--- config.mk ---
export PLATFORM = sky130hd
export DESIGN_NAME = stopwatch_ctrl
export DESIGN_NICKNAME = d
export VERILOG_FILES = /design/src/rtl/stopwatch_pkg.sv /design/src/rtl/stopwatch_time_counter.sv /design/src/rtl/stopwatch_ctrl.sv
export SDC_FILE = /design/constraint.sdc
export NUM_CORES = 1
export LEC_CHECK = 0
export ABC_AREA = 1
export CORE_AREA = 4 4 126 153
export DETAILED_ROUTE_END_ITERATION = 10
export DIE_AREA = 0 0 130 157
export PLACE_DENSITY = 0.47
export SYNTH_ARGS = -nofsm -noshare
export SYNTH_HDL_FRONTEND = slang
export SYNTH_SLANG_ARGS = --single-unit
--- constraint.sdc ---
create_clock -name clock -period 2.7 [get_ports clock]
set_input_delay 0.54 -clock clock [delete_from_list [all_inputs] [get_ports clock]]
set_output_delay 0.54 -clock clock [all_outputs]
set_load 0.01 [all_outputs]
--- src/rtl/stopwatch_pkg.sv ---
// stopwatch_pkg: shared types and constants for the stopwatch controller.
//   sw_state_e : control FSM states
//   sw_time_t  : packed hh:mm:ss.cc time value
//   *_W / *_MAX: field widths and wrap limits of the time counter
package stopwatch_pkg;

  localparam int HOUR_W = 6;
  localparam int MIN_W  = 6;
  localparam int SEC_W  = 6;
  localparam int CS_W   = 7;

  localparam int M_SEC_MAX = 99;
  localparam int SEC_MAX   = 59;
  localparam int MIN_MAX   = 59;
  localparam int HOUR_MAX  = 23;

  typedef enum logic [2:0] {
    IDLE      = 3'd0,
    RUN       = 3'd1,
    PAUSE     = 3'd2,
    LAP_RUN   = 3'd3,
    LAP_PAUSE = 3'd4
  } sw_state_e;

  typedef struct packed {
    logic [HOUR_W-1:0] h;
    logic [MIN_W-1:0]  m;
    logic [SEC_W-1:0]  s;
    logic [CS_W-1:0]   cs;
  } sw_time_t;

  // Prescaler advances only while the stopwatch is running.
  function automatic logic is_counting(sw_state_e st);
    return (st == RUN) || (st == LAP_RUN);
  endfunction

endpackage

--- src/rtl/stopwatch_time_counter.sv ---
// stopwatch_time_counter: cascaded hh:mm:ss.cc live counter.
//   clock, reset : rising-edge clock, async active-high reset
//   clr          : synchronous clear to 00:00:00.00 (wins over tick)
//   tick         : advance by one centisecond at the next edge
//   h/m/s/cs     : current live time
module stopwatch_time_counter
  import stopwatch_pkg::*;
(
  input  logic              clock,
  input  logic              reset,
  input  logic              clr,
  input  logic              tick,
  output logic [HOUR_W-1:0] h,
  output logic [MIN_W-1:0]  m,
  output logic [SEC_W-1:0]  s,
  output logic [CS_W-1:0]   cs
);

  logic [HOUR_W-1:0] h_q;
  logic [MIN_W-1:0]  m_q;
  logic [SEC_W-1:0]  s_q;
  logic [CS_W-1:0]   cs_q;

  // Each field carries into the next only when it wraps; 23:59:59.99
  // rolls over to all zeros with no further effect.
  always_ff @(posedge clock or posedge reset) begin
    if (reset) begin
      h_q  <= '0;
      m_q  <= '0;
      s_q  <= '0;
      cs_q <= '0;
    end else if (clr) begin
      h_q  <= '0;
      m_q  <= '0;
      s_q  <= '0;
      cs_q <= '0;
    end else if (tick) begin
      if (cs_q == CS_W'(M_SEC_MAX)) begin
        cs_q <= '0;
        if (s_q == SEC_W'(SEC_MAX)) begin
          s_q <= '0;
          if (m_q == MIN_W'(MIN_MAX)) begin
            m_q <= '0;
            h_q <= (h_q == HOUR_W'(HOUR_MAX)) ? '0 : h_q + 1'b1;
          end else begin
            m_q <= m_q + 1'b1;
          end
        end else begin
          s_q <= s_q + 1'b1;
        end
      end else begin
        cs_q <= cs_q + 1'b1;
      end
    end
  end

  assign h  = h_q;
  assign m  = m_q;
  assign s  = s_q;
  assign cs = cs_q;

endmodule

--- src/rtl/stopwatch_ctrl.sv ---
// stopwatch_ctrl: stopwatch with run/pause, lap freeze and clear.
//   TICK_DIV    : clock cycles per centisecond (2 .. 2^20)
//   clock/reset : rising-edge clock, async active-high reset
//   start_pause, lap, clear : debounced levels, act on rising edge
//   hour/minute/second/m_sec: lap registers while lap_active, else live time
//   running     : high in RUN / LAP_RUN
//   lap_active  : high in LAP_RUN / LAP_PAUSE
module stopwatch_ctrl
  import stopwatch_pkg::*;
#(
  parameter int TICK_DIV = 500000
) (
  input  logic              clock,
  input  logic              reset,
  input  logic              start_pause,
  input  logic              lap,
  input  logic              clear,
  output logic [HOUR_W-1:0] hour,
  output logic [MIN_W-1:0]  minute,
  output logic [SEC_W-1:0]  second,
  output logic [CS_W-1:0]   m_sec,
  output logic              running,
  output logic              lap_active
);

  localparam int             PW      = $clog2(TICK_DIV);
  localparam logic [PW-1:0]  PS_LAST = PW'(TICK_DIV - 1);

  // ---------------- edge detect ----------------
  // armed stays low for the first clock after reset so that a button
  // already held at release only loads btn_prev and never fires.
  logic [2:0] btn_now, btn_prev, btn_pulse;
  logic       armed;
  logic       sp_p, lap_p, clr_p;

  assign btn_now = {clear, start_pause, lap};

  always_ff @(posedge clock or posedge reset) begin
    if (reset) begin
      btn_prev <= '0;
      armed    <= 1'b0;
    end else begin
      btn_prev <= btn_now;
      armed    <= 1'b1;
    end
  end

  assign btn_pulse = armed ? (btn_now & ~btn_prev) : 3'b000;
  assign clr_p     = btn_pulse[2];
  assign sp_p      = btn_pulse[1];
  assign lap_p     = btn_pulse[0];

  // ---------------- FSM ----------------
  sw_state_e state, state_n;
  logic      lap_cap, do_clr;

  always_ff @(posedge clock or posedge reset) begin
    if (reset) state <= IDLE;
    else       state <= state_n;
  end

  // Priority clear > start_pause > lap is applied among the actions that
  // are legal in the current state; an ignored button does not mask a
  // lower-priority one.
  always_comb begin
    state_n = state;
    unique case (state)
      IDLE:      if (sp_p) state_n = RUN;
      RUN:       if (sp_p) state_n = PAUSE;
                 else if (lap_p) state_n = LAP_RUN;
      PAUSE:     if (clr_p) state_n = IDLE;
                 else if (sp_p) state_n = RUN;
      LAP_RUN:   if (sp_p) state_n = LAP_PAUSE;
                 else if (lap_p) state_n = RUN;
      LAP_PAUSE: if (clr_p) state_n = IDLE;
                 else if (sp_p) state_n = LAP_RUN;
                 else if (lap_p) state_n = PAUSE;
      default:   state_n = IDLE;
    endcase
  end

  always_comb begin
    running    = is_counting(state);
    lap_active = (state == LAP_RUN) || (state == LAP_PAUSE);
    lap_cap    = (state == RUN) && (state_n == LAP_RUN);
    do_clr     = (state != IDLE) && (state_n == IDLE);
  end

  // ---------------- prescaler ----------------
  logic [PW-1:0] presc;
  logic          tick;

  assign tick = running && (presc == PS_LAST);

  always_ff @(posedge clock or posedge reset) begin
    if (reset)                         presc <= '0;
    else if (do_clr || state == IDLE)  presc <= '0;
    else if (running)                  presc <= tick ? '0 : presc + 1'b1;
  end

  // ---------------- live time ----------------
  sw_time_t live, lap_q, disp;

  stopwatch_time_counter u_time (
    .clock (clock),
    .reset (reset),
    .clr   (do_clr),
    .tick  (tick),
    .h     (live.h),
    .m     (live.m),
    .s     (live.s),
    .cs    (live.cs)
  );

  // ---------------- lap registers ----------------
  // live is sampled before the edge applies any coincident tick.
  always_ff @(posedge clock or posedge reset) begin
    if (reset)        lap_q <= '0;
    else if (do_clr)  lap_q <= '0;
    else if (lap_cap) lap_q <= live;
  end

  // ---------------- display mux ----------------
  assign disp   = lap_active ? lap_q : live;
  assign hour   = disp.h;
  assign minute = disp.m;
  assign second = disp.s;
  assign m_sec  = disp.cs;

endmodule
==> impl_metrics.tcl, run 1 <==
set metrics [dict create \
    antenna_found_initial 0 \
    gp_congestion 0.885 \
    io_pins 32 \
    fp.dieW_um 130 \
    gr-max-usage-layer "met2" \
    setup_viol 0 \
    grt_use_total 0.123 \
    drive_gt1_frac 0.136 \
    clock_path_buffers 2 \
    grt_pass1_wl_um 20000 \
    clk_latency_ns 0.34 \
    via_per_inst 4.62 \
    vias 4029 \
    initial_core_util 0.256 \
    skew_ns 0.00916 \
    status "completed" \
    critPathArrivalTime_ns 2.10 \
    synth.distinct_cells 36 \
    first_pass_iters 4 \
    wl_per_cell_um 13.5 \
    n_fill_cell 1873 \
    regArea_mm2 0.00191 \
    clock.fmax_ghz 0.379 \
    grt.overflow.total 0 \
    first_iter_violations 221 \
    diodes 0 \
    clk_pin_slew_worst_paths_ns 0.06 \
    period_minus_slack_ns 2.64 \
    core_mm2 0.0178 \
    layout.nets 654 \
    power_density_mw_per_mm2 1040 \
    placement.io_buffers 31 \
    path_class "flop to output pin" \
    power_mw 5.86 \
    grt_pass1_vias 4017 \
    cap_viol_max_count 0 \
    die-area_mm2 0.0204 \
    endpoint_kind "output pin" \
    final_common_cell "nand2_1" \
    cp.required_ns 2.16 \
    cts.htree.levels 3 \
    grt.met1_usage 0.151 \
    ys_seq_area_frac 0.416 \
    hold_viol 0 \
    finalNonFillerCells 873 \
    grt_max_degree 61 \
    grt.met3_usage 0.0210 \
    grt_use_met2 0.213 \
    drt-total-wl_um 11800 \
    rsz0062_at_grt "no" \
    synth_area_mm2 0.00457 \
    slew_viol_final 0 \
    ys.warnings.count 0 \
    irDropWorstVdd_mv 0.352 \
    syn_to_final_growth_pct 23.6 \
    crit_path_max_fanout 25 \
    clock-root-buffer "clkbuf_16" \
    antenna_left 0 \
    finalCritPeriodShare 0.976 \
    cts_made_buffers 9 \
    p_leak_nw 2.83 \
    cts_hold_buf 0 \
    clock_sinks 76 \
    hpwl_um 8270 \
    ys_ff_latch 76 \
    finalHoldWorstSlack_ns 0.480 \
    die_h_um 157 \
    postSynthAreaPerCell_um2 7.61 \
    mostFrequentLayoutCells "nand2_1, dfrtp_1, inv_1" \
    startpoint_type "flop" \
    cts_tree "done" \
    netlist_instances 600 \
    multi_input_area_mm2 0.00227 \
    fin_tns_setup_ns 0 \
    dp.cells 854 \
    hp-class "primary input to async pin" \
    rows 54 \
    drcViolationCount 0 \
    syn-num-nets 610 \
]
==> area by class of cell <==
| type | instances | share of cell area |
|---|---|---|
| clock buffer | 10 | 0.0423 |
| clock inverter | 6 | 0.0197 |
| inverter | 86 | 0.0574 |
| multi-input combinational | 421 | 0.401 |
| sequential | 76 | 0.337 |
| tap | 224 | 0.0496 |
| timing repair buffer | 50 | 0.0922 |
==> what timing repair did <==
item / CTS / global route
setup endpoints to repair: 25 / 9
resized for setup: 25 / 10
cloned: 1 / 0
setup buffers: 2 / 0
==> report_power, final <==
part	internal, mW	total [mW]	leakage [nW]	switching, mW
registers	1.42	1.68	1.01	0.256
logic	1.06	2.76	1.65	1.70
clock network	0.928	1.42	0.169	0.492
==> flip-flops by register name, summed over array words and instances, names as in the netlist <==
signal,flops
armed,1
btn_prev,3
lap_q,25
presc,19
state,3
u_time.cs,7
u_time.h,6
u_time.m,6
u_time.s,6
==> layer usage <==
layer | routed length, um | share of wire
met3 | 430 | 0.036
met4 | 195 | 0.016
met5 | 0 | 0
met1 | 5330 | 0.45
met2 | 5870 | 0.50
==> metrics by stage <==
step / utilization / setup WS [ns] / cell area (um^2)
after floorplan: - / 0.222 / 4570
after global placement: 0.294 / 0.111 / 5240
after detailed placement: 0.294 / 0.0400 / 5240
after CTS: 0.315 / 0.00905 / 5620
after global routing: 0.317 / 0.00421 / 5650
final: 0.317 / 0.0642 / 5650
==> path summary, 6_finish.rpt <==
check                                         from                      end  slack [ns]  cells after the start
setup reg to reg              presc[0]$_DFFE_PP0P_  u_time.h[4]$_DFFE_PP0P_        0.36                     10
min in group clock         u_time.m[5]$_DFFE_PP0P_  u_time.m[5]$_DFFE_PP0P_        0.50                      2
setup / recovery                state[2]$_DFF_PP0_                  hour[5]        0.06                      7
hold / removal                               reset     presc[7]$_DFFE_PP0P_        0.48                      2
max in group asynchronous                    reset       state[0]$_DFF_PP0_        1.57                      3
hold reg to reg            u_time.m[5]$_DFFE_PP0P_  u_time.m[5]$_DFFE_PP0P_        0.50                      2
==> logic make-up after synthesis <==
logic type | Yosys count | synth area share
AO/OA/AOI/OAI | 84 | 0.126
XOR/XNOR | 28 | 0.0537
flip-flops | 76 | 0.416
AND/OR/NAND/NOR | 303 | 0.296
adder cells (fa/ha/maj) | 5 | 0.0137
other | 1 | 0.000821
buffers and inverters | 103 | 0.0932
==> synthesized netlist by cell type <==
| library cell | number | area, um^2 |
|---|---|---|
| o21ai_1 | 2 | 10.0 |
| nand4_2 | 2 | 25.0 |
| nor2_4 | 3 | 33.8 |
| conb_1 | 1 | 3.75 |
| buf_2 | 4 | 20.0 |
| xnor2_1 | 4 | 35.0 |
| nor2_2 | 2 | 12.5 |
| nor2_1 | 55 | 206 |
| nand3b_1 | 3 | 22.5 |
| nand4_4 | 1 | 21.3 |
| nand3_1 | 45 | 225 |
| ha_1 | 5 | 62.6 |
| o22ai_1 | 3 | 18.8 |
| buf_6 | 3 | 33.8 |
| nand2_1 | 161 | 604 |
| o21ai_0 | 30 | 150 |
| inv_1 | 70 | 263 |
| dfrtp_1 | 76 | 1900 |
| nand4_1 | 9 | 56.3 |
| nor4_1 | 1 | 6.26 |
| nand2_4 | 2 | 22.5 |
| inv_2 | 16 | 60.1 |
| o211ai_2 | 12 | 150 |
| and3_1 | 1 | 6.26 |
| nor3b_1 | 2 | 15.0 |
| a21oi_1 | 16 | 80.1 |
| clkbuf_1 | 7 | 26.3 |
| o31ai_1 | 5 | 37.5 |
| nor3_4 | 1 | 16.3 |
| xor2_1 | 24 | 210 |
| o21ai_2 | 2 | 17.5 |
| nand2_2 | 4 | 25.0 |
| nor3_1 | 11 | 55.1 |
| o31ai_2 | 1 | 12.5 |
| o211ai_1 | 13 | 97.6 |
| buf_4 | 3 | 22.5 |
==> worst max-delay path: stages, from the launching register on <==
cell and delay [ns]:
dfrtp_2 0.37, inv_2 0.08, nor2_4 0.17, a21oi_4 0.05
buf_4 0.16, buf_16 0.16, o21ai_1 0.18, clkdlybuf4s50_1 0.57
Power figures use the tool's default switching activity.
==> inputs of run 2 (changes only) <==
- CAP_MARGIN: unset -> 20
- clock period: 2.7 -> 2.8 ns (I/O delays scaled with it)
==> impl_metrics.tcl, run 2 (synthesis results as in run 1) <==
set metrics [dict create \
    power_mw 5.39 \
    power_density_mw_per_mm2 970 \
    gr-max-usage-layer "met2" \
    clock_path_buffers 2 \
    p_sw_frac 0.432 \
    pwr-share-clk 0.213 \
    initial_core_util 0.256 \
    vias 4068 \
    clk_latency_ns 0.33 \
    core_mm2 0.0178 \
    clock_sinks 76 \
    netSwitchingPower_mw 2.33 \
    diodes 0 \
    multi_input_area_mm2 0.00227 \
    first_pass_iters 4 \
    grt.met3_usage 0.0197 \
    clk_pin_slew_worst_paths_ns 0.06 \
    cp.required_ns 2.24 \
    fp.dieW_um 130 \
    utilization 0.312 \
    grt_use_met2 0.220 \
    cts.htree.levels 3 \
    rsz0062_at_grt "no" \
    setup_viol 0 \
    dp.cells 851 \
    layout.nets 651 \
    period_minus_slack_ns 2.69 \
    mostFrequentLayoutCells "nand2_1, dfrtp_1, inv_1" \
    placement.io_buffers 31 \
    die_h_um 157 \
    io_pins 32 \
    finalNonFillerCells 869 \
    p_seq_frac 0.299 \
    top_register "lap_q" \
    drt-total-wl_um 11900 \
    final_common_cell "nand2_1" \
    p_int_mw 3.06 \
    cap_viol_max_count 0 \
    antenna_left 0 \
    p_leak_nw 2.82 \
    hold_viol 0 \
    critPathArrivalTime_ns 2.13 \
    slew_viol_final 0 \
    first_iter_violations 286 \
    wl_per_cell_um 13.7 \
    grt_max_degree 35 \
    regArea_mm2 0.00190 \
    largest_reg_flops 25 \
    n_fill_cell 1911 \
    grt_pass1_vias 4084 \
    crit_start "state[1]$_DFF_PP0_" \
    startpoint_type "flop" \
    grt.overflow.total 0 \
    rows 54 \
    r2r_start "presc[0]$_DFFE_PP0P_" \
    relSlewSlack 0.602 \
    clock-root-buffer "clkbuf_16" \
    hpwl_um 8330 \
    min_from "u_time.m[5]$_DFFE_PP0P_" \
    drive_gt1_frac 0.124 \
    skew_ns 0.00691 \
    irDropWorstVdd_mv 0.317 \
    finalCritPeriodShare 0.960 \
    path_class "flop to output pin" \
    grt_pass1_wl_um 20300 \
    cts_made_buffers 9 \
    gp_congestion 0.885 \
    clock.fmax_ghz 0.372 \
    antenna_found_initial 0 \
    fin_ws_ns 0.112 \
    syn_to_final_growth_pct 21.8 \
    drcViolationCount 0 \
    crit_path_max_fanout 25 \
    status "completed" \
    grt.met1_usage 0.152 \
    die-area_mm2 0.0204 \
    endpoint_kind "output pin" \
    tightest_slew_ns 0.597 \
    place_ws_ns 0.0978 \
    cts_tree "done" \
    grt_use_total 0.125 \
    pwr-share-comb 0.488 \
    hp-class "flop to flop" \
    via_per_inst 4.68 \
]
-- run 2: worst max-delay path, stage by stage, from the launching register on --
cell and delay [ns]:
dfrtp_2 0.45, nor2_4 0.18, nor2_4 0.06, a21oi_4 0.21
buf_4 0.18, buf_16 0.16, clkdlybuf4s50_1 0.55
-- run 2: per-layer routing --
layer / share of wire / wire [um]
met4: 0.018 / 217
met3: 0.039 / 467
met1: 0.43 / 5130
met5: 0 / 0
met2: 0.51 / 6090
-- run 2: power by group through the flow --
| stage | registers [mW] | logic [mW] | clock network, mW |
|---|---|---|---|
| global placement | 1.62 | 2.59 | 0 |
| global route | 1.66 | 2.95 | 1.24 |
| detailed placement | 1.62 | 2.62 | 0 |
| finish | 1.61 | 2.63 | 1.15 |
| floorplan | 1.56 | 1.74 | 0 |
| CTS | 1.61 | 2.69 | 1.19 |
-- run 2: path summary, 6_finish.rpt --
path                                                end  slack, ns  depth (start not counted)
worst max-delay path                         lap_active       0.11                          6
worst min-delay path            u_time.m[5]$_DFFE_PP0P_       0.47                          2
worst max register to register  u_time.h[5]$_DFFE_PP0P_       0.43                         10
worst min register to register  u_time.m[5]$_DFFE_PP0P_       0.47                          2
max in group asynchronous          lap_q[4]$_DFFE_PP0P_       1.49                          3
min in group asynchronous         presc[10]$_DFFE_PP0P_       0.60                          2
-- run 2: metrics by stage --
step,hold WS (ns),area [um^2],setup TNS [ns]
global route,0.494,5560,0
global placement,0.458,5190,0
floorplan,0.442,4570,0
CTS,0.474,5540,-0.0872
finish,0.469,5560,0
detailed placement,0.459,5190,0
-- run 2: what timing repair did --
action	CTS	global route
gates resized for setup	23	10
setup buffers	1	0
pin swaps	0	0
gates cloned	2	0
hold buffers	0	0
setup endpoints to repair	25	9
-- run 2: area by class of cell --
cell class / instances / share of cell area
Timing Repair Buffer: 47 / 0.0904
Tap cell: 224 / 0.0504
Multi-Input combinational cell: 421 / 0.407
Clock inverter: 2 / 0.00630
Clock buffer: 13 / 0.0450
Sequential cell: 76 / 0.342
Inverter: 86 / 0.0583
==> inputs of run 3 (changes only) <==
- CORE_AREA: 4 4 126 153 -> 2 2 124 151
- DIE_AREA: 0 0 130 157 -> 0 0 126 153
- clock period: 2.8 -> 3.48 ns (I/O delays scaled with it)
==> impl_metrics.tcl, run 3 (synthesis results as in run 1) <==
set metrics [dict create \
    fp.dieW_um 126 \
    antenna_left 0 \
    endpoint_kind "output pin" \
    finalCritPeriodShare 0.923 \
    timing.critical_path.slowest_stage_cell "clkdlybuf4s50_1" \
    path_class "flop to output pin" \
    r2r_start "presc[0]$_DFFE_PP0P_" \
    rows 54 \
    initial_core_util 0.256 \
    largest_reg_flops 25 \
    fin_tns_setup_ns 0 \
    clk_latency_ns 0.35 \
    first_iter_violations 210 \
    cts_tree "done" \
    placement.io_buffers 31 \
    slew_viol_final 0 \
    pwr-share-clk 0.251 \
    mostFrequentLayoutCells "nand2_1, dfrtp_1, inv_1" \
    tightest_slew_ns 0.762 \
    dp.cells 844 \
    top_register "lap_q" \
    grt.overflow.total 0 \
    n_fill_cell 1887 \
    max_stage_delay_ns 0.56 \
    cap_viol_max_count 0 \
    cts_hold_buf 0 \
    setup_viol 0 \
    hold-path-endpoint "u_time.m[5]$_DFFE_PP0P_" \
    regArea_mm2 0.00190 \
    clock_path_buffers 2 \
    irDropWorstVdd_mv 0.284 \
    antenna_found_initial 0 \
    pwr-share-comb 0.454 \
    drive_gt1_frac 0.108 \
    hold_viol 0 \
    multi_input_area_mm2 0.00225 \
    min_path_cells 2 \
    cts_resized 0 \
    final_common_cell "nand2_1" \
    core_mm2 0.0178 \
    hp-class "flop to flop" \
    status "completed" \
    via_per_inst 4.54 \
    min_from "u_time.m[5]$_DFFE_PP0P_" \
    syn_to_final_growth_pct 19.7 \
    r2r-end "u_time.h[1]$_DFFE_PP0P_" \
    skew_ns 0.00668 \
    io_pins 32 \
    power_density_mw_per_mm2 799 \
    clk_pin_slew_worst_paths_ns 0.06 \
    final_area_mm2 0.00547 \
    clock.fmax_ghz 0.311 \
    cts.htree.levels 3 \
    cts_made_buffers 9 \
    netSwitchingPower_mw 1.84 \
    rsz0062_at_grt "no" \
    drcViolationCount 0 \
    clock-root-buffer "clkbuf_16" \
    placed_area_mm2 0.00512 \
    diodes 0 \
    relSlewSlack 0.491 \
    p_seq_frac 0.295 \
    clock_sinks 76 \
    grt_use_total 0.125 \
    layout.nets 641 \
    crit_chain "nor2_1 -> nor2_1 -> a21oi_4 -> buf_4 -> nor2_1 -> a21oi_1 -> clkdlybuf4s50_1" \
    p_int_mw 2.53 \
    wl_per_cell_um 13.1 \
    crit_path_max_fanout 51 \
    r2r_slack_ns 0.80 \
    die_h_um 153 \
    hpwl_um 8140 \
    cpMostUsedCell "nor2_1" \
    post_cts_buffers 0 \
    grt_pass1_vias 3931 \
    grt_max_degree 52 \
    cp.required_ns 2.78 \
    p_sw_frac 0.422 \
    first_pass_iters 5 \
    critPathArrivalTime_ns 2.52 \
    finalNonFillerCells 860 \
    drt-total-wl_um 11300 \
    vias 3903 \
    gp_congestion 0.845 \
    grt_pass1_wl_um 19600 \
    r2r_cells 11 \
    p_leak_nw 2.59 \
    startpoint_type "flop" \
    period_minus_slack_ns 3.21 \
    die-area_mm2 0.0193 \
]
run 3: metal layers:
metal	part of all wire	global-route usage
met1	0.45	0.148
met2	0.51	0.224
met3	0.024	0.0200
met4	0.019	0.0508
met5	0	0
run 3: how the worst max path moves through the flow:
stage          cells past startpoint  slack [ns]                from               endpoint
4_1_cts                            7        0.24  state[1]$_DFF_PP0_              second[1]
2_1_floorplan                      1        0.85               reset        armed$_DFF_PP0_
3_5_place_dp                      12        0.30         start_pause   presc[0]$_DFFE_PP0P_
3_3_place_gp                      12        0.38         start_pause  presc[11]$_DFFE_PP0P_
6_report                           7        0.27  state[1]$_DFF_PP0_              minute[0]
5_1_grt                            7        0.08  state[1]$_DFF_PP0_              minute[0]
run 3: stage by stage:
stage	setup WS, ns	power [mW]	hold slack [ns]	utilization
after floorplan	0.846	2.65	0.442	-
after global placement	0.378	3.29	0.460	0.287
after detailed placement	0.303	3.32	0.467	0.287
after CTS	0.238	4.43	0.483	0.306
after global routing	0.0768	4.73	0.507	0.306
final	0.268	4.37	0.482	0.306
run 3: power by group through the flow:
stage          sequential [mW]  clock, mW  combinational (mW)
2_1_floorplan             1.25          0                1.40
3_3_place_gp              1.30          0                1.99
3_5_place_dp              1.30          0                2.02
4_1_cts                   1.29       1.12                2.02
5_1_grt                   1.32       1.16                2.25
6_report                  1.29       1.09                1.98
run 3: area by class of cell:
cell class / instances / area share
clock buffers: 10 / 0.0419
clock inverters: 6 / 0.0206
inverters: 86 / 0.0593
multi-input cells: 421 / 0.412
flip-flops and latches: 76 / 0.348
well taps: 224 / 0.0513
repair buffers: 37 / 0.0673
run 3: critical path, delay by kind of cell (launching register included):
family | cells | cell delay [ns]
AO/OA/AOI/OAI | 2 | 0.28
AND/OR/NAND/NOR | 3 | 0.46
buffers and inverters | 2 | 0.96
flip-flops | 1 | 0.43
